--- src/rtl/image_processor_pkg.sv ---
// Shared types and frame constants for the image processor read-back path.
package image_processor_pkg;

  localparam int BYTES_PER_PIXEL = 3;
  localparam int FRAME_W         = 512;
  localparam int FRAME_H         = 384;

  typedef enum logic [2:0] {
    IDLE,
    READ,
    LATCH,
    SEND,
    ACK,
    WAIT,
    CHKSUM,
    FINISH
  } state_t;

  // Byte 0 is the most significant (red) channel.
  function automatic logic [7:0] pixel_byte(input logic [23:0] px, input logic [1:0] idx);
    logic [7:0] b;
    b = 8'h00;
    case (idx)
      2'd0:    b = px[23:16];
      2'd1:    b = px[15:8];
      2'd2:    b = px[7:0];
      default: b = 8'h00;
    endcase
    return b;
  endfunction

endpackage

--- src/rtl/read_controller_if.sv ---
// BRAM read port plus UART transmitter handshake seen by the read controller.
interface read_controller_if #(
  parameter int ADDR_WIDTH = 18,
  parameter int DATA_WIDTH = 24
);
  logic                  en;
  logic [ADDR_WIDTH-1:0] addr;
  logic [DATA_WIDTH-1:0] din;
  logic [7:0]            tx_data;
  logic                  tx_start;
  logic                  tx_busy;

  modport master (output en, addr, tx_data, tx_start, input din, tx_busy);
  modport slave  (input en, addr, tx_data, tx_start, output din, tx_busy);
endinterface

--- src/rtl/read_controller.sv ---
// Frame read-back engine: streams NUM_PIXELS BRAM words as R,G,B bytes to a UART.
// Optional trailing checksum byte when READ_CHECKSUM_EN is defined.
module read_controller
  import image_processor_pkg::*;
#(
  parameter int ADDR_WIDTH = 18,
  parameter int DATA_WIDTH = 24,
  parameter int NUM_PIXELS = 196608
) (
  input  logic                clk,
  input  logic                rst,
  input  logic                start,
  read_controller_if.master   bus,
  output logic                busy,
  output logic                done
);

  // One extra bit so a full 2**ADDR_WIDTH frame never wraps the counter.
  localparam logic [ADDR_WIDTH:0] LAST_PIX = (ADDR_WIDTH + 1)'(NUM_PIXELS - 1);
  localparam logic [1:0]          LAST_BYTE = 2'(BYTES_PER_PIXEL - 1);

  state_t                  state, state_nxt;
  logic [ADDR_WIDTH:0]     pix_cnt;
  logic [1:0]              byte_idx;
  logic [DATA_WIDTH-1:0]   pix_reg;

`ifdef READ_CHECKSUM_EN
  logic [7:0]              chk_sum;
  logic                    chk_phase;
`endif

  assign bus.addr = pix_cnt[ADDR_WIDTH-1:0];

`ifdef READ_CHECKSUM_EN
  assign bus.tx_data = chk_phase ? chk_sum : pixel_byte(pix_reg, byte_idx);
`else
  assign bus.tx_data = pixel_byte(pix_reg, byte_idx);
`endif

  // NOTE: every output of this block gets a default first so no path can infer a latch.
  always_comb begin
    state_nxt    = state;
    bus.en       = 1'b0;
    bus.tx_start = 1'b0;
    busy         = 1'b1;
    done         = 1'b0;
    unique case (state)
      IDLE: begin
        busy = 1'b0;
        if (start) state_nxt = READ;
      end
      READ: begin
        bus.en    = 1'b1;
        state_nxt = LATCH;
      end
      LATCH: state_nxt = SEND;
      SEND: begin
        if (!bus.tx_busy) begin
          bus.tx_start = 1'b1;
          state_nxt    = ACK;
        end
      end
      ACK: state_nxt = WAIT;
      WAIT: begin
        if (!bus.tx_busy) begin
`ifdef READ_CHECKSUM_EN
          if (chk_phase)                state_nxt = FINISH;
          else if (byte_idx < LAST_BYTE) state_nxt = SEND;
          else if (pix_cnt < LAST_PIX)   state_nxt = READ;
          else                           state_nxt = CHKSUM;
`else
          if (byte_idx < LAST_BYTE)      state_nxt = SEND;
          else if (pix_cnt < LAST_PIX)   state_nxt = READ;
          else                           state_nxt = FINISH;
`endif
        end
      end
`ifdef READ_CHECKSUM_EN
      CHKSUM: state_nxt = SEND;
`endif
      FINISH: begin
        busy      = 1'b0;
        done      = 1'b1;
        state_nxt = IDLE;
      end
      default: state_nxt = IDLE;
    endcase
  end

  // NOTE: state registers use non-blocking assignments so every flop samples pre-edge values.
  always_ff @(posedge clk) begin
    if (rst) begin
      state    <= IDLE;
      pix_cnt  <= '0;
      byte_idx <= '0;
      pix_reg  <= '0;
`ifdef READ_CHECKSUM_EN
      chk_sum   <= '0;
      chk_phase <= 1'b0;
`endif
    end else begin
      state <= state_nxt;
      unique case (state)
        IDLE: begin
          if (start) begin
            pix_cnt <= '0;
`ifdef READ_CHECKSUM_EN
            chk_sum   <= '0;
            chk_phase <= 1'b0;
`endif
          end
        end
        LATCH: begin
          pix_reg  <= bus.din;
          byte_idx <= '0;
        end
`ifdef READ_CHECKSUM_EN
        SEND: begin
          if (bus.tx_start && !chk_phase) chk_sum <= chk_sum + bus.tx_data;
        end
        CHKSUM: chk_phase <= 1'b1;
        WAIT: begin
          if (!bus.tx_busy && !chk_phase) begin
            if (byte_idx < LAST_BYTE)    byte_idx <= byte_idx + 2'd1;
            else if (pix_cnt < LAST_PIX) pix_cnt  <= pix_cnt + 1'b1;
          end
        end
`else
        WAIT: begin
          if (!bus.tx_busy) begin
            if (byte_idx < LAST_BYTE)    byte_idx <= byte_idx + 2'd1;
            else if (pix_cnt < LAST_PIX) pix_cnt  <= pix_cnt + 1'b1;
          end
        end
`endif
        default: ;
      endcase
    end
  end

endmodule
--- src/flat_wrapper.sv ---
// flat-port wrapper written by rule: the top's interface ports become plain ports
module read_controller_flat import image_processor_pkg::*;
#(
  parameter int ADDR_WIDTH = 18,
  parameter int DATA_WIDTH = 24,
  parameter int NUM_PIXELS = 196608
)
  (clk, rst, start, busy, done, bus_en, bus_addr, bus_tx_data, bus_tx_start, bus_din, bus_tx_busy);
  read_controller_if #(.ADDR_WIDTH(ADDR_WIDTH), .DATA_WIDTH(DATA_WIDTH)) bus_i ();
  input  logic clk;
  input  logic rst;
  input  logic start;
  output logic busy;
  output logic done;
  output wire logic [$bits(bus_i.en)-1:0] bus_en;
  output wire logic [$bits(bus_i.addr)-1:0] bus_addr;
  output wire logic [$bits(bus_i.tx_data)-1:0] bus_tx_data;
  output wire logic [$bits(bus_i.tx_start)-1:0] bus_tx_start;
  input wire logic [$bits(bus_i.din)-1:0] bus_din;
  input wire logic [$bits(bus_i.tx_busy)-1:0] bus_tx_busy;
  assign bus_en = bus_i.en;
  assign bus_addr = bus_i.addr;
  assign bus_tx_data = bus_i.tx_data;
  assign bus_tx_start = bus_i.tx_start;
  assign bus_i.din = bus_din;
  assign bus_i.tx_busy = bus_tx_busy;
  read_controller #(.ADDR_WIDTH(ADDR_WIDTH), .DATA_WIDTH(DATA_WIDTH), .NUM_PIXELS(NUM_PIXELS)) u_core (.clk(clk), .rst(rst), .start(start), .bus(bus_i), .busy(busy), .done(done));
endmodule
--- config.mk ---
export PLATFORM = sky130hd
export DESIGN_NAME = read_controller_flat
export DESIGN_NICKNAME = d
export VERILOG_FILES = /design/src/rtl/image_processor_pkg.sv /design/src/rtl/read_controller_if.sv /design/src/rtl/read_controller.sv /design/src/flat_wrapper.sv
export SDC_FILE = /design/constraint.sdc
export NUM_CORES = 1
export LEC_CHECK = 0
export BUFFER_PORTS_ARGS = -buffer_cell sky130_fd_sc_hd__buf_2
export CORE_UTILIZATION = 54
export DETAILED_ROUTE_END_ITERATION = 8
export PLACE_DENSITY_LB_ADDON = 0.08
export SLEW_MARGIN = 25
export SYNTH_ARGS = -nofsm -noshare
export SYNTH_HDL_FRONTEND = slang
export SYNTH_SLANG_ARGS = --single-unit
--- constraint.sdc ---
create_clock -name clk -period 2.3 [get_ports clk]
set_input_delay 0 -clock clk [delete_from_list [all_inputs] [get_ports clk]]
set_output_delay 0 -clock clk [all_outputs]
set_load 0.005 [all_outputs]
==> out/qor.yml <==
cp.arrival_ns: 2.33
synth.cell_area_um2: 2580
worstPathRequired_ns: 2.54
coreArea_um2: 4470
grt_pass1_vias: 2301
root_buffer: "clkbuf_8"
final_common_cell: "nand2_1"
cpMostUsedCell: "o21ai_0"
finClkSkew_ns: 0.00347
grt_setup_unrepaired: "no"
first_pass_iters: 8
io_pins: 58
reg2reg_depth: 6
intPower_mw: 1.20
seq_area_frac_synth_pct: 37.2
max_freq_mhz: 479
drc: 4
antenna_cells: 0
power_density_nw_per_um2: 529
min_period_ns: 2.09
cp-startpoint: "u_core.state[0]$_SDFFE_PP0P_"
report.final.slew_viol_count: 0
start_util_pct: 57.8
r2r-end: "u_core.pix_cnt[17]$_SDFFE_PP0P_"
grt_pass1_wl_um: 10600
nFillCells: 378
ant_nets: 0
synth_top_flop_cell: "dfxtp_1"
synth_seq_cells: 48
critPathCapture: "u_core.pix_cnt[17]$_SDFFE_PP0P_"
place_congestion: 0.868
slowest_stage: "dfxtp_1"
hpwl_um: 4370
ys_async_sr_fraction_pct: 0
clk_pin_slew_ns: 0.09
rows: 24
combPwrFrac_pct: 15.1
synth_enable_flop_cells: 0
critical-path-max-stage-delay_ns: 0.57
cts_num_sinks: 48
critPathLaunchType: "register"
multi_input_area_um2: 1370
end_kind: "register"
drt-total-wl_um: 6570
vias_per_cell: 5.78
pwr-share-seq_pct: 53.7
synth_fp_nets: 360
cts_buffers: 5
fin_tns_setup_ns: 0
avgSynthCellArea_um2: 7.91
r2r_slack_ns: 0.21
swShare_pct: 28.0
p_leak_nw: 1.30
fp.dieH_um: 71.2
cts_setup_buffers: 0
finalCritPeriodShare_pct: 90.7
detail_route.wl_per_cell_um: 14.8
final_nets: 425
worst_pin_slew_ns: 0.491
cap_violations: 0
first_iter_violations: 192
rr_startpoint: "u_core.state[0]$_SDFFE_PP0P_"
clk_latency_ns: 0.31
worstSetupPathType: "register to register"
vias: 2574
post_route_cells_drive_above_1_share_pct: 23.2
seq_area_um2: 961
grt_start_max_net_pins: 34
largest_reg_flops: 24
synthToLayoutAreaGrowth_pct: 22.3
peakVddDrop_mv: 0.454
cts_max_path_buffers: 2
cts_max_level: 2
syn_inst: 327
finalPower_mw: 1.67
status: "finished, violations left"
gr-total-overflow: 0
io_buffer_count: 57
grtUsageTotal_pct: 26.3
violations: "DRC"
cts_tree: "yes"
worstPathMaxFanout: 14
finalSetupViolations: 0
die_area_um2: 5070
hold_class: "primary input to register"
layout_common_cells: "nand2_1, buf_2, dfxtp_1, a21oi_1, dlygate4sd3_1"
ys_warn_count: 0
hold_violations: 0
antenna_found_initial: 0
cp_cell_sequence: "nand3b_1 -> or4_1 -> o21ai_2 -> buf_4 -> o21ai_0 -> o21ai_0"
p_switching_mw: 0.468
p_clk_share_pct: 31.2
relSlewSlack_pct: 67.1
synth_cell_types: 52
die_w_um: 71.2
[area by class of cell]
type | count | share of cell area (%)
clock buffers | 5 | 2.18
clock inverters | 3 | 0.752
inverters | 8 | 0.950
multi-input cells | 233 | 43.5
repair buffers | 96 | 20.2
flip-flops and latches | 48 | 30.4
well taps | 52 | 2.06
[power groups by stage]
stage	clock (mW)	combinational, mW	sequential, mW
finish	0.521	0.252	0.897
global placement	0	0.213	0.915
detailed placement	0	0.217	0.916
CTS	0.526	0.248	0.897
floorplan	0	0.158	0.900
global route	0.557	0.282	0.903
[worst min path at each step]
stage           startpoint                         endpoint  cells past startpoint
3_5_place_dp   bus_din[15]  u_core.pix_reg[15]$_SDFFE_PP0P_                      3
4_1_cts        bus_tx_busy  u_core.byte_idx[1]$_SDFFE_PP0P_                      4
5_1_grt        bus_tx_busy     u_core.state[1]$_SDFFE_PP0P_                      4
2_1_floorplan   bus_din[0]   u_core.pix_reg[0]$_SDFFE_PP0P_                      2
6_report       bus_tx_busy  u_core.byte_idx[1]$_SDFFE_PP0P_                      4
3_3_place_gp   bus_din[20]  u_core.pix_reg[20]$_SDFFE_PP0P_                      3
[metrics by stage]
| stage | cell area, um2 | std cells | setup WS, ns | hold slack (ns) | util [%] |
|---|---|---|---|---|---|
| detailed placement | 2830 | 413 | 0.274 | 0.246 | 63.2 |
| global route | 3160 | 445 | 0.0733 | 0.139 | 70.6 |
| CTS | 3160 | 445 | 0.253 | 0.0945 | 70.6 |
| finish | 3160 | 445 | 0.214 | 0.0906 | 70.6 |
| global placement | 2830 | 413 | 0.306 | 0.240 | 63.2 |
| floorplan | 2580 | 327 | 0.492 | 0.136 | - |
[worst max-delay path, delay by kind of cell (launching register included)]
family	cells	cell delay, ns
AND/OR/NAND/NOR	2	0.79
flip-flops	1	0.57
AO/OA/AOI/OAI	3	0.45
buffers and inverters	1	0.21
[routing by layer]
layer | GRT usage, % | vias up | wire length, um
met2 | 42.6 | 96 | 3020
li1 | - | 1284 | -
met1 | 36.3 | 1188 | 3070
met3 | 4.99 | 6 | 454
met5 | 0 | - | 0
met4 | 6.44 | 0 | 27
[cell usage after synthesis (2+ instances only)]
master     number  share of area [%]
a211oi_1        2               0.58
a21o_1          2               0.58
a21oi_1        39                7.6
a222oi_1        8                3.1
and2_1          3               0.73
and3_1          3               0.73
buf_1           2               0.29
buf_4          18                5.2
buf_6           2               0.87
clkbuf_1       16                2.3
dfxtp_1        48                 37
ha_1            5                2.4
inv_1           8                1.2
mux2i_1         7                2.7
nand2_1        62                9.0
nand2b_1        2               0.48
nand3_1        10                1.9
nand3b_1        3               0.87
nand4_1         3               0.73
nand4b_1        2               0.68
nor2_1         22                3.2
nor3_1          9                1.7
nor3b_1         2               0.58
o2111ai_1       2               0.68
o211ai_1        5                1.5
o21ai_0         4               0.77
o21ai_1         5               0.97
o21ai_2         2               0.68
o2bb2ai_1       2               0.68
o311ai_0        2               0.68
o31ai_1         4                1.2
or3_1           3               0.73
[timing repair]
action                                 CTS  global route
endpoints found under the hold margin   24             0
hold buffers                            24             0
gates resized for setup                  0             0
[cell families (layout without fill, tap and decap cells)]
family                   Yosys count  count (layout)  share of synthesized area (%)
flip-flops                        48              48                           37.2
AO/OA/AOI/OAI                     88              88                           23.2
AND/OR/NAND/NOR                  133             133                           24.6
adder cells (fa/ha/maj)            5               5                           2.42
multiplexers                       7               7                           2.71
buffers and inverters             46             112                           9.87
Power figures use the tool's default switching activity.
